File: config.mk
export PLATFORM = sky130hd
export DESIGN_NAME = spi_ram_ctrl
export DESIGN_NICKNAME = d
export VERILOG_FILES = /design/src/rtl/spi_ram_ctrl.sv
export SDC_FILE = /design/constraint.sdc
export NUM_CORES = 1
export LEC_CHECK = 0
export ABC_AREA = 0
export ABC_CLOCK_PERIOD_IN_PS = 1600
export CAP_MARGIN = 15
export CORE_MARGIN = 2
export CORE_UTILIZATION = 49
export CTS_CLUSTER_SIZE = 40
export DETAILED_ROUTE_END_ITERATION = 7
export PLACE_DENSITY = 0.75
export SETUP_SLACK_MARGIN = 0.15
export SLEW_MARGIN = 0
export SYNTH_ARGS = -nofsm -noshare
export SYNTH_HDL_FRONTEND = slang
export SYNTH_SLANG_ARGS = --single-unit
File: constraint.sdc
create_clock -name clk -period 1.6 [get_ports clk]
set_clock_uncertainty 0.1 [all_clocks]
set_input_delay 0.4 -clock clk [delete_from_list [all_inputs] [get_ports clk]]
set_output_delay 0.4 -clock clk [all_outputs]
set_load 0.01 [all_outputs]
File: src/rtl/spi_ram_ctrl.sv
// SPI slave front-end for the single-port SPI RAM: deserialises opcode+payload
// frames from MOSI and serialises RAM read data back out on MISO.
module spi_ram_ctrl #(
    parameter int DATA_W = 8
) (
    input  logic              clk,
    input  logic              rst,
    input  logic              ss_n,
    input  logic              mosi,
    output logic              miso,
    output logic [DATA_W+1:0] rx_data,
    output logic              rx_valid,
    input  logic [DATA_W-1:0] tx_data,
    input  logic              tx_valid
);

    localparam int FRAME_W = DATA_W + 2;
    localparam int CNT_W   = $clog2(FRAME_W + 1);
    localparam int TXC_W   = $clog2(DATA_W + 1);

    typedef enum logic [2:0] {IDLE, CHK_CMD, WRITE, READ_ADD, READ_DATA} state_e;

    state_e               state_q, state_d;
    logic [CNT_W-1:0]     cnt_q, cnt_d;
    logic [FRAME_W-1:0]   frame_q, frame_d;
    logic [FRAME_W-1:0]   rx_data_q, rx_data_d;
    logic                 rx_valid_q, rx_valid_d;
    logic                 rd_addr_done_q, rd_addr_done_d;
    logic [DATA_W-1:0]    tx_sh_q, tx_sh_d;
    logic [TXC_W-1:0]     tx_cnt_q, tx_cnt_d;
    logic                 tx_active_q, tx_active_d;
    logic                 tx_done_q, tx_done_d;
    logic                 miso_q, miso_d;

    always_ff @(posedge clk or posedge rst) begin
        if (rst) begin
            state_q        <= IDLE;
            cnt_q          <= '0;
            frame_q        <= '0;
            rx_data_q      <= '0;
            rx_valid_q     <= 1'b0;
            rd_addr_done_q <= 1'b0;
            tx_sh_q        <= '0;
            tx_cnt_q       <= '0;
            tx_active_q    <= 1'b0;
            tx_done_q      <= 1'b0;
            miso_q         <= 1'b0;
        end else begin
            state_q        <= state_d;
            cnt_q          <= cnt_d;
            frame_q        <= frame_d;
            rx_data_q      <= rx_data_d;
            rx_valid_q     <= rx_valid_d;
            rd_addr_done_q <= rd_addr_done_d;
            tx_sh_q        <= tx_sh_d;
            tx_cnt_q       <= tx_cnt_d;
            tx_active_q    <= tx_active_d;
            tx_done_q      <= tx_done_d;
            miso_q         <= miso_d;
        end
    end

    always_comb begin
        state_d        = state_q;
        cnt_d          = cnt_q;
        frame_d        = frame_q;
        rx_data_d      = rx_data_q;
        rx_valid_d     = 1'b0;
        rd_addr_done_d = rd_addr_done_q;
        tx_sh_d        = tx_sh_q;
        tx_cnt_d       = tx_cnt_q;
        tx_active_d    = tx_active_q;
        tx_done_d      = tx_done_q;
        miso_d         = 1'b0;

        if (ss_n) begin
            state_d     = IDLE;
            cnt_d       = '0;
            tx_cnt_d    = '0;
            tx_active_d = 1'b0;
            tx_done_d   = 1'b0;
        end else begin
            case (state_q)
                IDLE: state_d = CHK_CMD;
                CHK_CMD: begin
                    frame_d = {{(FRAME_W-1){1'b0}}, mosi};
                    cnt_d   = CNT_W'(1);
                    if (!mosi)               state_d = WRITE;
                    else if (rd_addr_done_q) state_d = READ_DATA;
                    else                     state_d = READ_ADD;
                end
                default: begin
                    if (cnt_q < CNT_W'(FRAME_W)) begin
                        frame_d = {frame_q[FRAME_W-2:0], mosi};
                        cnt_d   = cnt_q + CNT_W'(1);
                        if (cnt_q == CNT_W'(FRAME_W - 1)) begin
                            rx_data_d  = frame_d;
                            rx_valid_d = 1'b1;
                            if (state_q == READ_ADD)  rd_addr_done_d = 1'b1;
                            if (state_q == READ_DATA) rd_addr_done_d = 1'b0;
                        end
                    end
                    // Read return: one load per READ_DATA window, then DATA_W bits MSB first.
                    if (state_q == READ_DATA) begin
                        if (tx_active_q) begin
                            if (tx_cnt_q == TXC_W'(DATA_W)) begin
                                tx_active_d = 1'b0;
                                tx_done_d   = 1'b1;
                            end else begin
                                miso_d   = tx_sh_q[DATA_W-1];
                                tx_sh_d  = tx_sh_q << 1;
                                tx_cnt_d = tx_cnt_q + TXC_W'(1);
                            end
                        end else if (!tx_done_q && cnt_q == CNT_W'(FRAME_W) && tx_valid) begin
                            miso_d      = tx_data[DATA_W-1];
                            tx_sh_d     = tx_data << 1;
                            tx_cnt_d    = TXC_W'(1);
                            tx_active_d = 1'b1;
                        end
                    end
                end
            endcase
        end
    end

    assign miso     = miso_q;
    assign rx_data  = rx_data_q;
    assign rx_valid = rx_valid_q;

endmodule

==> impl_metrics.py <==
metrics = {
    "outcome": {
        "outcome": "complete, but fails checks",
        "violations": "negative setup slack",
    },
    "cts": {
        "cts_root_buffer": "clkbuf_8",
        "htreeDepth": 2,
        "clock_latency_ns": 0.30,
        "cts_buffers": 5,
        "cts_buffer_depth": 2,
        "cts_sinks": 42,
        "clk_pin_slew_ns": 0.08,
        "cts_hold_buffers": 0,
        "cts_tree": "yes",
    },
    "timing": {
        "final-max-slew-violation-count": 0,
        "setup_slack_ns": -0.204,
        "fmax_ghz": 0.554,
        "period_minus_slack_ns": 1.80,
        "final-hold-violation-count": 0,
        "tightest_slew_ns": 0.285,
        "holdWs_ns": 0.389,
        "post-route-period-util_pct": 113,
        "setup_violations": 26,
        "rsz0062_at_grt": "yes",
        "relSlewSlack_pct": 80.9,
    },
    "worst_setup_path": {
        "worstPathArrival_ns": 1.89,
        "cp_max_fo": 6,
        "cp.required_ns": 1.69,
        "worst_setup_path_start_kind": "flip-flop",
        "path_class": "reg -> reg",
        "cp-end-kind": "flip-flop",
    },
    "logic_synthesis": {
        "synth_edf_count": 0,
        "postSynth.asyncResetShare_pct": 100,
        "synth_ff_type": "dfrtp_1",
        "yosysSeqAreaShare_pct": 53.4,
        "ys_types": 38,
        "syn_area_per_cell_um2": 12.3,
        "ys_ff_latch": 42,
        "syn-num-nets": 178,
        "ys_warn_count": 0,
        "synthCells": 160,
        "netlist_area_um2": 1970,
    },
    "floorplan": {
        "core_region_area_um2": 3940,
        "dieWidth_um": 67.4,
        "die_area_um2": 4540,
        "start_util_pct": 49.9,
        "rows": 23,
        "die_y_um": 67.4,
        "io_pins": 25,
    },
    "final_layout": {
        "layout-drive-gt1-share_pct": 48.0,
        "layout-area-overhead-vs-synth_pct": 42.4,
        "stdcell_count": 277,
        "final_util_pct": 71.1,
        "diodes": 0,
        "fill_cells": 263,
        "layout.nets": 244,
        "multiInputGateArea_um2": 1010,
        "seq_area_um2": 1050,
    },
    "detailed_routing": {
        "antenna_left": 0,
        "routed_wl_mm": 4.33,
        "drc": 0,
        "drtPass1Iterations": 4,
        "via_count": 1499,
        "via_per_inst": 5.41,
        "wl_per_cell_um": 15.6,
        "first_iter_violations": 57,
    },
    "global_routing": {
        "grt_first_pass_wirelength_mm": 7.19,
        "grt_pass1_vias": 1526,
        "grt_max_degree": 43,
        "antenna_found_initial": 0,
        "track_usage_pct": 21.7,
        "grt_overflow_total": 0,
    },
    "pwr": {
        "p_leak_nw": 1.28,
        "powerDensity_nw_per_um2": 763,
        "ir_drop_mv": 0.455,
        "finalPower_mw": 2.14,
    },
    "place": {
        "routabilityCongestion": 0.815,
        "dp_hpwl_mm": 2.72,
        "post-place-cells": 252,
        "io_buffers": 24,
    },
    "job": {
        "maxCapViolCount": 0,
    },
    "min_path": {
        "hp-class": "in -> async",
    },
}
## report_power, final
group,switching (mW),internal (mW)
logic,0.135,0.175
registers,0.0354,1.10
clock network,0.387,0.307
## synthesized netlist by cell type (all sizes together), types with 2 or more instances
cell,n,area (µm²)
and2,5,32.5
mux2,23,259
a22o,8,70.1
a211oi,3,22.5
nand4b,3,26.3
ha,5,62.6
a31oi,4,25.0
nor3b,2,37.5
dfrtp,42,1050
nand2,3,11.3
clkbuf,2,7.51
nor3,5,36.3
inv,9,33.8
buf,4,28.8
a21oi,4,20.0
o21ai,6,30.0
nor2b,2,12.5
or2,2,15.0
nand3,4,20.0
a41oi,2,17.5
nor2,11,41.3
## state kept, by name, indices dropped and copies added, names as in the netlist
| signal | count |
|---|---|
| rx_data | 10 |
| frame_q | 9 |
| tx_sh_q | 7 |
| cnt_q | 4 |
| tx_cnt_q | 4 |
| state_q | 3 |
| miso | 1 |
| rd_addr_done_q | 1 |
| rx_valid | 1 |
| tx_active_q | 1 |
| tx_done_q | 1 |
## final timing paths
path	slack, ns	depth (start not counted)	to	startpoint
min in group clk	0.41	1	frame_q[8]$_DFFE_PP0P_	frame_q[8]$_DFFE_PP0P_
max reg2reg	-0.20	7	tx_sh_q[6]$_DFFE_PP0P_	cnt_q[0]$_DFFE_PP0P_
min reg2reg	0.41	1	frame_q[8]$_DFFE_PP0P_	frame_q[8]$_DFFE_PP0P_
max	-0.20	7	tx_sh_q[6]$_DFFE_PP0P_	cnt_q[0]$_DFFE_PP0P_
max in group asynchronous	0.79	3	state_q[1]$_DFFE_PP0P_	rst
min	0.39	3	cnt_q[3]$_DFFE_PP0P_	rst
## routing by layer
metal | vias to the layer above | track usage (%) | part of all wire, % | routed length, µm
met5 | - | 0 | 0 | 0
met4 | 0 | 8.93 | 2.4 | 103
met3 | 10 | 5.50 | 4.2 | 181
met2 | 43 | 38.1 | 51 | 2220
met1 | 739 | 25.0 | 42 | 1820
li1 | 707 | - | - | -
## kinds of logic (layout without fill, tap and decap cells)
kind of cell | count (synthesis) | count (layout) | synth area share [%]
fa+ha+maj | 5 | 5 | 3.18
buf+inv | 15 | 81 | 3.56
mux | 24 | 24 | 13.7
simple gates | 42 | 43 | 14.1
xor+xnor | 1 | 1 | 0.445
compound gates | 31 | 31 | 11.6
flops | 42 | 42 | 53.4
## layout make-up
cell class | instances | area share (%)
multi-input combinational | 104 | 35.9
timing repair buffer | 64 | 19.6
clock buffer | 5 | 2.46
clock inverter | 3 | 0.759
sequential | 42 | 37.6
tap | 50 | 2.23
inverter | 9 | 1.34
## stage by stage
stage / setup TNS [ns] / cell area [µm²] / setup slack (ns)
2_1_floorplan: -1.88 / 2040 / -0.157
3_3_place_gp: -9.68 / 2490 / -0.476
3_5_place_dp: -9.89 / 2490 / -0.492
4_1_cts: -2.78 / 2740 / -0.227
5_1_grt: -5.37 / 2800 / -0.272
6_report: -3.33 / 2800 / -0.204
## critical path: stages (launching register included)
cell	delay, ns
dfrtp_1	0.39
inv_1	0.07
ha_2	0.17
nand2_2	0.05
o31a_1	0.32
nor3_4	0.13
buf_6	0.16
mux2_4	0.30
## layout by cell type (no fill, tap or decap), types with 2 or more instances in the layout
cell type        count
ha_2                 2
o21ai_1              4
clkinvlp_4           2
clkdlybuf4s15_1      4
nand2_2              2
dfrtp_2              3
nor3b_4              2
nand3_1              3
a211oi_2             2
a21oi_1              4
clkbuf_8             5
a22o_1               8
nor3_1               3
nor3_4               2
buf_4               29
clkbuf_2             8
ha_1                 3
inv_1                8
dfrtp_1             39
mux2_2               6
mux2_4              17
nor2_1               9
nand4b_1             3
nor2b_1              2
nor2_2               2
and2_4               5
a31oi_1              4
buf_6               10
clkdlybuf4s50_1     12
## what timing repair did
item,4_1_cts,5_1_grt
cloned,1,0
setup buffers,11,5
gates resized for setup,48,26
pin swaps,8,10
endpoints found under the setup margin,47,46
No activity file was read; power rests on OpenSTA's default activity.
